File: src/rtl/rsa_pkg.sv
// Shared types and helpers for the RSA key-generation datapath:
// FSM state encoding, LFSR polynomial, and the smallest public exponent.
package rsa_pkg;

  localparam int unsigned WORD_W = 32;
  localparam int unsigned CNT_W  = 8;

  localparam logic [WORD_W-1:0] LFSR_TAPS = 32'h8020_0003;
  localparam logic [WORD_W-1:0] E_MIN     = 32'd3;

  typedef enum logic [2:0] {
    IDLE,
    DRAW,
    FILTER,
    ISSUE,
    WAIT,
    DONE,
    FAIL
  } state_t;

  // One Galois right-shift step for taps 32,22,2,1; a nonzero state stays nonzero.
  function automatic logic [WORD_W-1:0] lfsr_step(input logic [WORD_W-1:0] q);
    return (q >> 1) ^ (q[0] ? LFSR_TAPS : '0);
  endfunction

  // All ones from bit 0 up to the most significant set bit of x.
  function automatic logic [WORD_W-1:0] msb_mask(input logic [WORD_W-1:0] x);
    logic [WORD_W-1:0] m;
    m = x;
    m = m | (m >> 1);
    m = m | (m >> 2);
    m = m | (m >> 4);
    m = m | (m >> 8);
    m = m | (m >> 16);
    return m;
  endfunction

endpackage

File: src/rtl/rsa_lfsr32.sv
// 32-bit Galois LFSR that advances only when en is high; a zero seed is forced to 1.
module rsa_lfsr32
  import rsa_pkg::*;
(
  input  logic              clk,
  input  logic              rst,
  input  logic              en,
  input  logic [WORD_W-1:0] seed,
  output logic [WORD_W-1:0] q
);

  always_ff @(posedge clk) begin
    if (rst) begin
      q <= (seed == '0) ? WORD_W'(1) : seed;
    end else if (en) begin
      q <= lfsr_step(q);
    end
  end

endmodule

File: src/rtl/e_candidate_gen.sv
// Public-exponent candidate generator: draws odd values below phi and hands them to a GCD checker.
// Build option RSA_RETRY_LIMIT_EN caps the number of candidates per request at MAX_RETRIES.
module e_candidate_gen
  import rsa_pkg::*;
#(
  parameter logic [WORD_W-1:0] SEED        = 32'hACE1_2468,
  parameter int unsigned       MAX_RETRIES = 64
) (
  input  logic              clk,
  input  logic              rst,
  input  logic              gen,
  input  logic [WORD_W-1:0] phi,
  input  logic              should_redo,
  input  logic              valid,
  output logic              start,
  output logic [WORD_W-1:0] rng_e,
  output logic              busy,
  output logic              done,
  output logic              fail,
  output logic [CNT_W-1:0]  attempts
);

`ifdef RSA_RETRY_LIMIT_EN
  localparam bit RETRY_LIMIT = 1'b1;
`else
  localparam bit RETRY_LIMIT = 1'b0;
`endif

  state_t            state;
  state_t            state_next;
  logic [WORD_W-1:0] phi_r;
  logic [WORD_W-1:0] mask;
  logic [WORD_W-1:0] cand;
  logic [WORD_W-1:0] lfsr_q;
  logic              cand_ok;
  logic              retry_hit;
  logic              restart;

  rsa_lfsr32 u_lfsr (
    .clk  (clk),
    .rst  (rst),
    .en   (state == DRAW),
    .seed (SEED),
    .q    (lfsr_q)
  );

  assign cand_ok   = (cand >= E_MIN) && (cand < phi_r);
  assign retry_hit = RETRY_LIMIT && (attempts == CNT_W'(MAX_RETRIES));
  assign restart   = gen && ((state == IDLE) || (state == DONE) || (state == FAIL));
  assign start     = (state == ISSUE);

  always_ff @(posedge clk) begin
    if (rst) begin
      state <= IDLE;
    end else begin
      state <= state_next;
    end
  end

  // Next-state logic; gen is honoured only from the resting states.
  always_comb begin
    state_next = state;
    case (state)
      IDLE, DONE, FAIL: begin
        if (gen) begin
          state_next = (phi < WORD_W'(4)) ? FAIL : DRAW;
        end
      end
      DRAW:   state_next = FILTER;
      FILTER: state_next = cand_ok ? ISSUE : DRAW;
      ISSUE:  state_next = WAIT;
      WAIT: begin
        if (valid) begin
          state_next = DONE;
        end else if (should_redo) begin
          state_next = retry_hit ? FAIL : DRAW;
        end
      end
      default: state_next = IDLE;
    endcase
  end

  // Datapath and registered status outputs.
  always_ff @(posedge clk) begin
    if (rst) begin
      phi_r    <= '0;
      mask     <= '0;
      cand     <= '0;
      rng_e    <= '0;
      attempts <= '0;
      busy     <= 1'b0;
      done     <= 1'b0;
      fail     <= 1'b0;
    end else begin
      busy <= (state_next == DRAW) || (state_next == FILTER) ||
              (state_next == ISSUE) || (state_next == WAIT);
      done <= (state_next == DONE);
      fail <= (state_next == FAIL);
      if (restart) begin
        phi_r    <= phi;
        mask     <= msb_mask(phi);
        attempts <= '0;
      end
      if (state == DRAW) begin
        cand <= (lfsr_step(lfsr_q) & mask) | WORD_W'(1);
      end
      if ((state == FILTER) && cand_ok) begin
        rng_e <= cand;
      end
      if ((state == ISSUE) && (attempts != '1)) begin
        attempts <= attempts + CNT_W'(1);
      end
    end
  end

endmodule

File: config.mk
export PLATFORM = sky130hd
export DESIGN_NAME = e_candidate_gen
export DESIGN_NICKNAME = d
export VERILOG_FILES = /design/src/rtl/rsa_pkg.sv /design/src/rtl/rsa_lfsr32.sv /design/src/rtl/e_candidate_gen.sv
export SDC_FILE = /design/constraint.sdc
export NUM_CORES = 1
export LEC_CHECK = 0
export CAP_MARGIN = 20
export CORE_ASPECT_RATIO = 0.75
export CORE_MARGIN = 2
export CORE_UTILIZATION = 29
export CTS_CLUSTER_DIAMETER = 100
export DETAILED_ROUTE_END_ITERATION = 7
export PLACE_DENSITY = 0.52
export SYNTH_ARGS = -nofsm -noshare
export SYNTH_HDL_FRONTEND = slang
export SYNTH_SLANG_ARGS = --single-unit
File: constraint.sdc
create_clock -name clk -period 2.4 [get_ports clk]
set_input_delay 0.24 -clock clk [delete_from_list [all_inputs] [get_ports clk]]
set_output_delay 0.24 -clock clk [all_outputs]
set_load 0.01 [all_outputs]
==> metrics list <==
* Outcome: finished with violations
- Failing checks: setup timing
- Number of buffers added on ports: 80
* Power Internal: 4.891 mW
* Category of the most critical setup path: flop to flop
- In the synthesized netlist the async set-or-reset flop fraction comes to 0.
- The number of hold-slack violations in the final timing report came to 0.
* Period minus WS final: 2.568 ns
- Switching Power: 1.919 mW
* Core outline area: 24900 µm²
- Clock share of power: 0.386
* IO Pins: 81
- Hold-fix buffers at CTS: 0
- Net Sw Frac: 0.2818
- Worst slew margin relative to its limit: 0.6177
* Critical path launch point type: flop
* Mapped Cells: 892
- Data arrival, critical path: 2.88 ns
- Using the TritonRoute via totals, the vias-per-cell ratio works out to 4.658.
- Proportion of power drawn by combinational gates: 0.153
- Most common cell after layout, fill and taps aside: nand2_1
- Worst Setup End Kind: flop
* Row cnt: 50
* CTS Root Buffer Type: clkbuf_16
- Dividing the synthesized area by the synthesized cell count gives 8.224 µm².
- Violation count after the first detailed-routing iteration: 331
- Data on the critical path is required at its endpoint by 2.72 ns.
- Number of diodes added for antenna fixing: 0
* Static leakage power: 3.701 nW
- Across all layers, the routed design uses 6381 vias.
* Sinks on the clock net: 172
- From synthesis to final layout, the design area changed by 32.78%.
* Detailed-route wire length per cell: 14.71 µm
* Number of nets in the finished design: 1088
- Setup violations remaining at the end of the flow were counted as 34.
* Global-route wire length before repair: 32840 µm
- Detailed Routing Iterations Pass 1: 8
* Final core utilization: 0.3912
- At the pin with the least slew margin, the transition time is 0.5714 ns.
* Max cap viols: 0
* Detailed-route DRC error count: 0
* Non-filler instance count after layout: 1370
- The number of nets handed over by synthesis was 961.
- After layout, the worst setup slack is -0.1678 ns.
- Setup repair after global routing could not meet its margin everywhere.
- For the final database, setup skew stands at 0.009294 ns.
- Measured along the y axis, the die boundary spans 141.7 µm.
* Max Root-Sink Buffers: 2
- In the global route stage, overall resource usage came out at 0.1562.
- Maximum frequency from static timing analysis: 389.4 MHz
- Largest net degree at the start of global routing: 80
- Synthesis Warnings: 0
- The worst hold path belongs to the class primary input to flop.
- In this run, CTS created clock tree buffers numbering 17.
* Worst-case setup slack after placement: -0.3078 ns
- Yosys mapped the design onto 50 distinct sky130hd cell types.
- For this design the ratio of total power to cell area is 699.1 nW/µm².
* Power share of the sequential group: 0.461
* Hpwl dp: 13730 µm
- Max-slew violation total from the final report: 0
- In this run the cell area of the synthesized design comes to 7336 µm².
* Wirelength, routed: 20160 µm
- TritonCTS built the clock tree.
* #FFs+latches synth: 172
- The via count of the first global-routing pass is 6069.
- Number of antenna violations at the first check in global routing: 0
* Overflow left after global routing: 0
* Cell Count Post-Placement: 1331
* VDD IR max: 0.5017 mV
* Area of the die: 26600 µm²
- Clock insertion delay at the later pin of the skew report: 0.44 ns
* Final estimated routing congestion in global placement: 0.8126
- Among all flip-flop cells after synthesis, the most frequent one is dfxtp_1.
- Fraction of layout instances using a drive strength above 1: 0.1512
* Crit share post-route: 1.070
- Starting utilization of the core area: 0.2946
- In the final timing run, aggregate negative setup slack is -3.611 ns.
- The filler cells instantiated in the layout total 2624.
- CP max FO: 8
- Share of synthesized area occupied by flip-flops and latches: 0.4694
* Die X-Extent: 187.7 µm
* Top library cells by usage in the layout, fill and taps aside: nand2_1, dfxtp_1, nor2_1, a21oi_1, clkdlybuf4s50_1
- DRT antenna net count: 0
- The H-tree was split into 4 levels.
- After clock tree synthesis, the clock-pin slew on the worst setup and hold paths is 0.07 ns.
- Count of flip-flops with a built-in enable after synthesis: 0
[power groups by stage]
stage               clock [mW]  sequential [mW]  combinational, mW
floorplan                    0             3.17              0.616
global placement             0             3.19              0.993
detailed placement           0             3.20               1.00
CTS                       2.70             3.14               1.04
global route              2.81             3.16               1.16
finish                    2.63             3.14               1.04
[layer usage]
metal  global-route usage  vias to the layer above  share of wire
met5                    0                        -              0
met4              0.04476                        0          0.010
met3              0.03661                       11          0.052
met2               0.2148                      136           0.39
met1               0.2380                     2929           0.55
li1                     -                     3305              -
[path summary, 6_finish.rpt]
kind | from | to | slack, ns | cells after the start
worst max register to register | phi_r[1]$_SDFFE_PP0P_ | rng_e[29]$_SDFFE_PP0P_ | -0.17 | 10
worst min-delay path | rst | attempts[3]$_SDFFE_PP0P_ | 0.23 | 2
worst min register to register | phi_r[5]$_SDFFE_PP0P_ | phi_r[5]$_SDFFE_PP0P_ | 0.45 | 2
worst max-delay path | phi_r[1]$_SDFFE_PP0P_ | rng_e[29]$_SDFFE_PP0P_ | -0.17 | 10
[state kept, by name, indices dropped and copies added, names as in the netlist]
name / flops
u_lfsr.q: 32
mask: 30
done: 1
fail: 1
rng_e: 32
cand: 32
busy: 1
attempts: 8
phi_r: 32
state: 3
[logic make-up after synthesis]
family	count (synthesis)	share of synthesized area
compound gates	153	0.1254
mux	32	0.04366
buf+inv	92	0.05014
fa+ha+maj	33	0.05594
flops	172	0.4694
xor+xnor	6	0.007165
simple gates	404	0.2483
[Yosys cell counts, types with 2 or more instances]
cell type,instances,area [µm²]
a211oi_1,10,75.07
a21o_1,8,60.06
a21oi_1,97,485.5
a22oi_1,4,30.03
a311oi_1,2,17.52
a31oi_1,3,18.77
and3_1,5,31.28
buf_1,5,18.77
buf_6,3,33.78
clkbuf_1,47,176.4
dfxtp_1,172,3443
ha_1,32,400.4
inv_1,37,138.9
mux2i_1,32,320.3
nand2_1,173,649.4
nand2b_1,2,12.51
nand3_1,32,160.2
nand3b_1,13,97.59
nand4_1,9,56.30
nor2_1,100,375.4
nor2b_1,3,18.77
nor3_1,33,165.2
nor3b_1,2,15.01
nor4_1,20,125.1
nor4_4,2,42.54
o211ai_1,3,22.52
o21ai_0,14,70.07
or2_2,2,12.51
or3_1,2,12.51
xnor2_1,3,26.28
xor2_1,3,26.28
[cell type report]
cell class / instances / area (µm²) / area share
clock buffer: 21 / 470.5 / 0.04830
clock inverter: 11 / 83.83 / 0.008606
inverter: 37 / 138.9 / 0.01426
multi-input combinational: 628 / 3631 / 0.3728
sequential: 172 / 3456 / 0.3548
tap: 338 / 422.9 / 0.04342
timing repair buffer: 163 / 1538 / 0.1579
[worst max-delay path, cell delays in order (launching register included)]
cell	delay [ns]
dfxtp_2	0.33
inv_2	0.04
ha_4	0.20
a2111o_1	0.37
a221oi_2	0.34
o311ai_2	0.16
a311oi_4	0.43
buf_12	0.18
buf_12	0.15
mux2i_1	0.19
nor2_1	0.05
[repair_timing]
action                     CTS  global route
resized for setup           20            13
setup endpoints to repair   35            37
setup buffers                5             2
pin swaps                   14             7
[metrics by stage]
step / power, mW / instance area, µm² / hold WS (ns)
after floorplan: 3.788 / 7336 / 0.3760
after global placement: 4.187 / 8990 / 0.4401
after detailed placement: 4.196 / 8990 / 0.4467
after CTS: 6.870 / 9676 / 0.2176
after global routing: 7.133 / 9741 / 0.2376
final: 6.809 / 9741 / 0.2262
No activity file was read; power rests on OpenSTA's default activity.
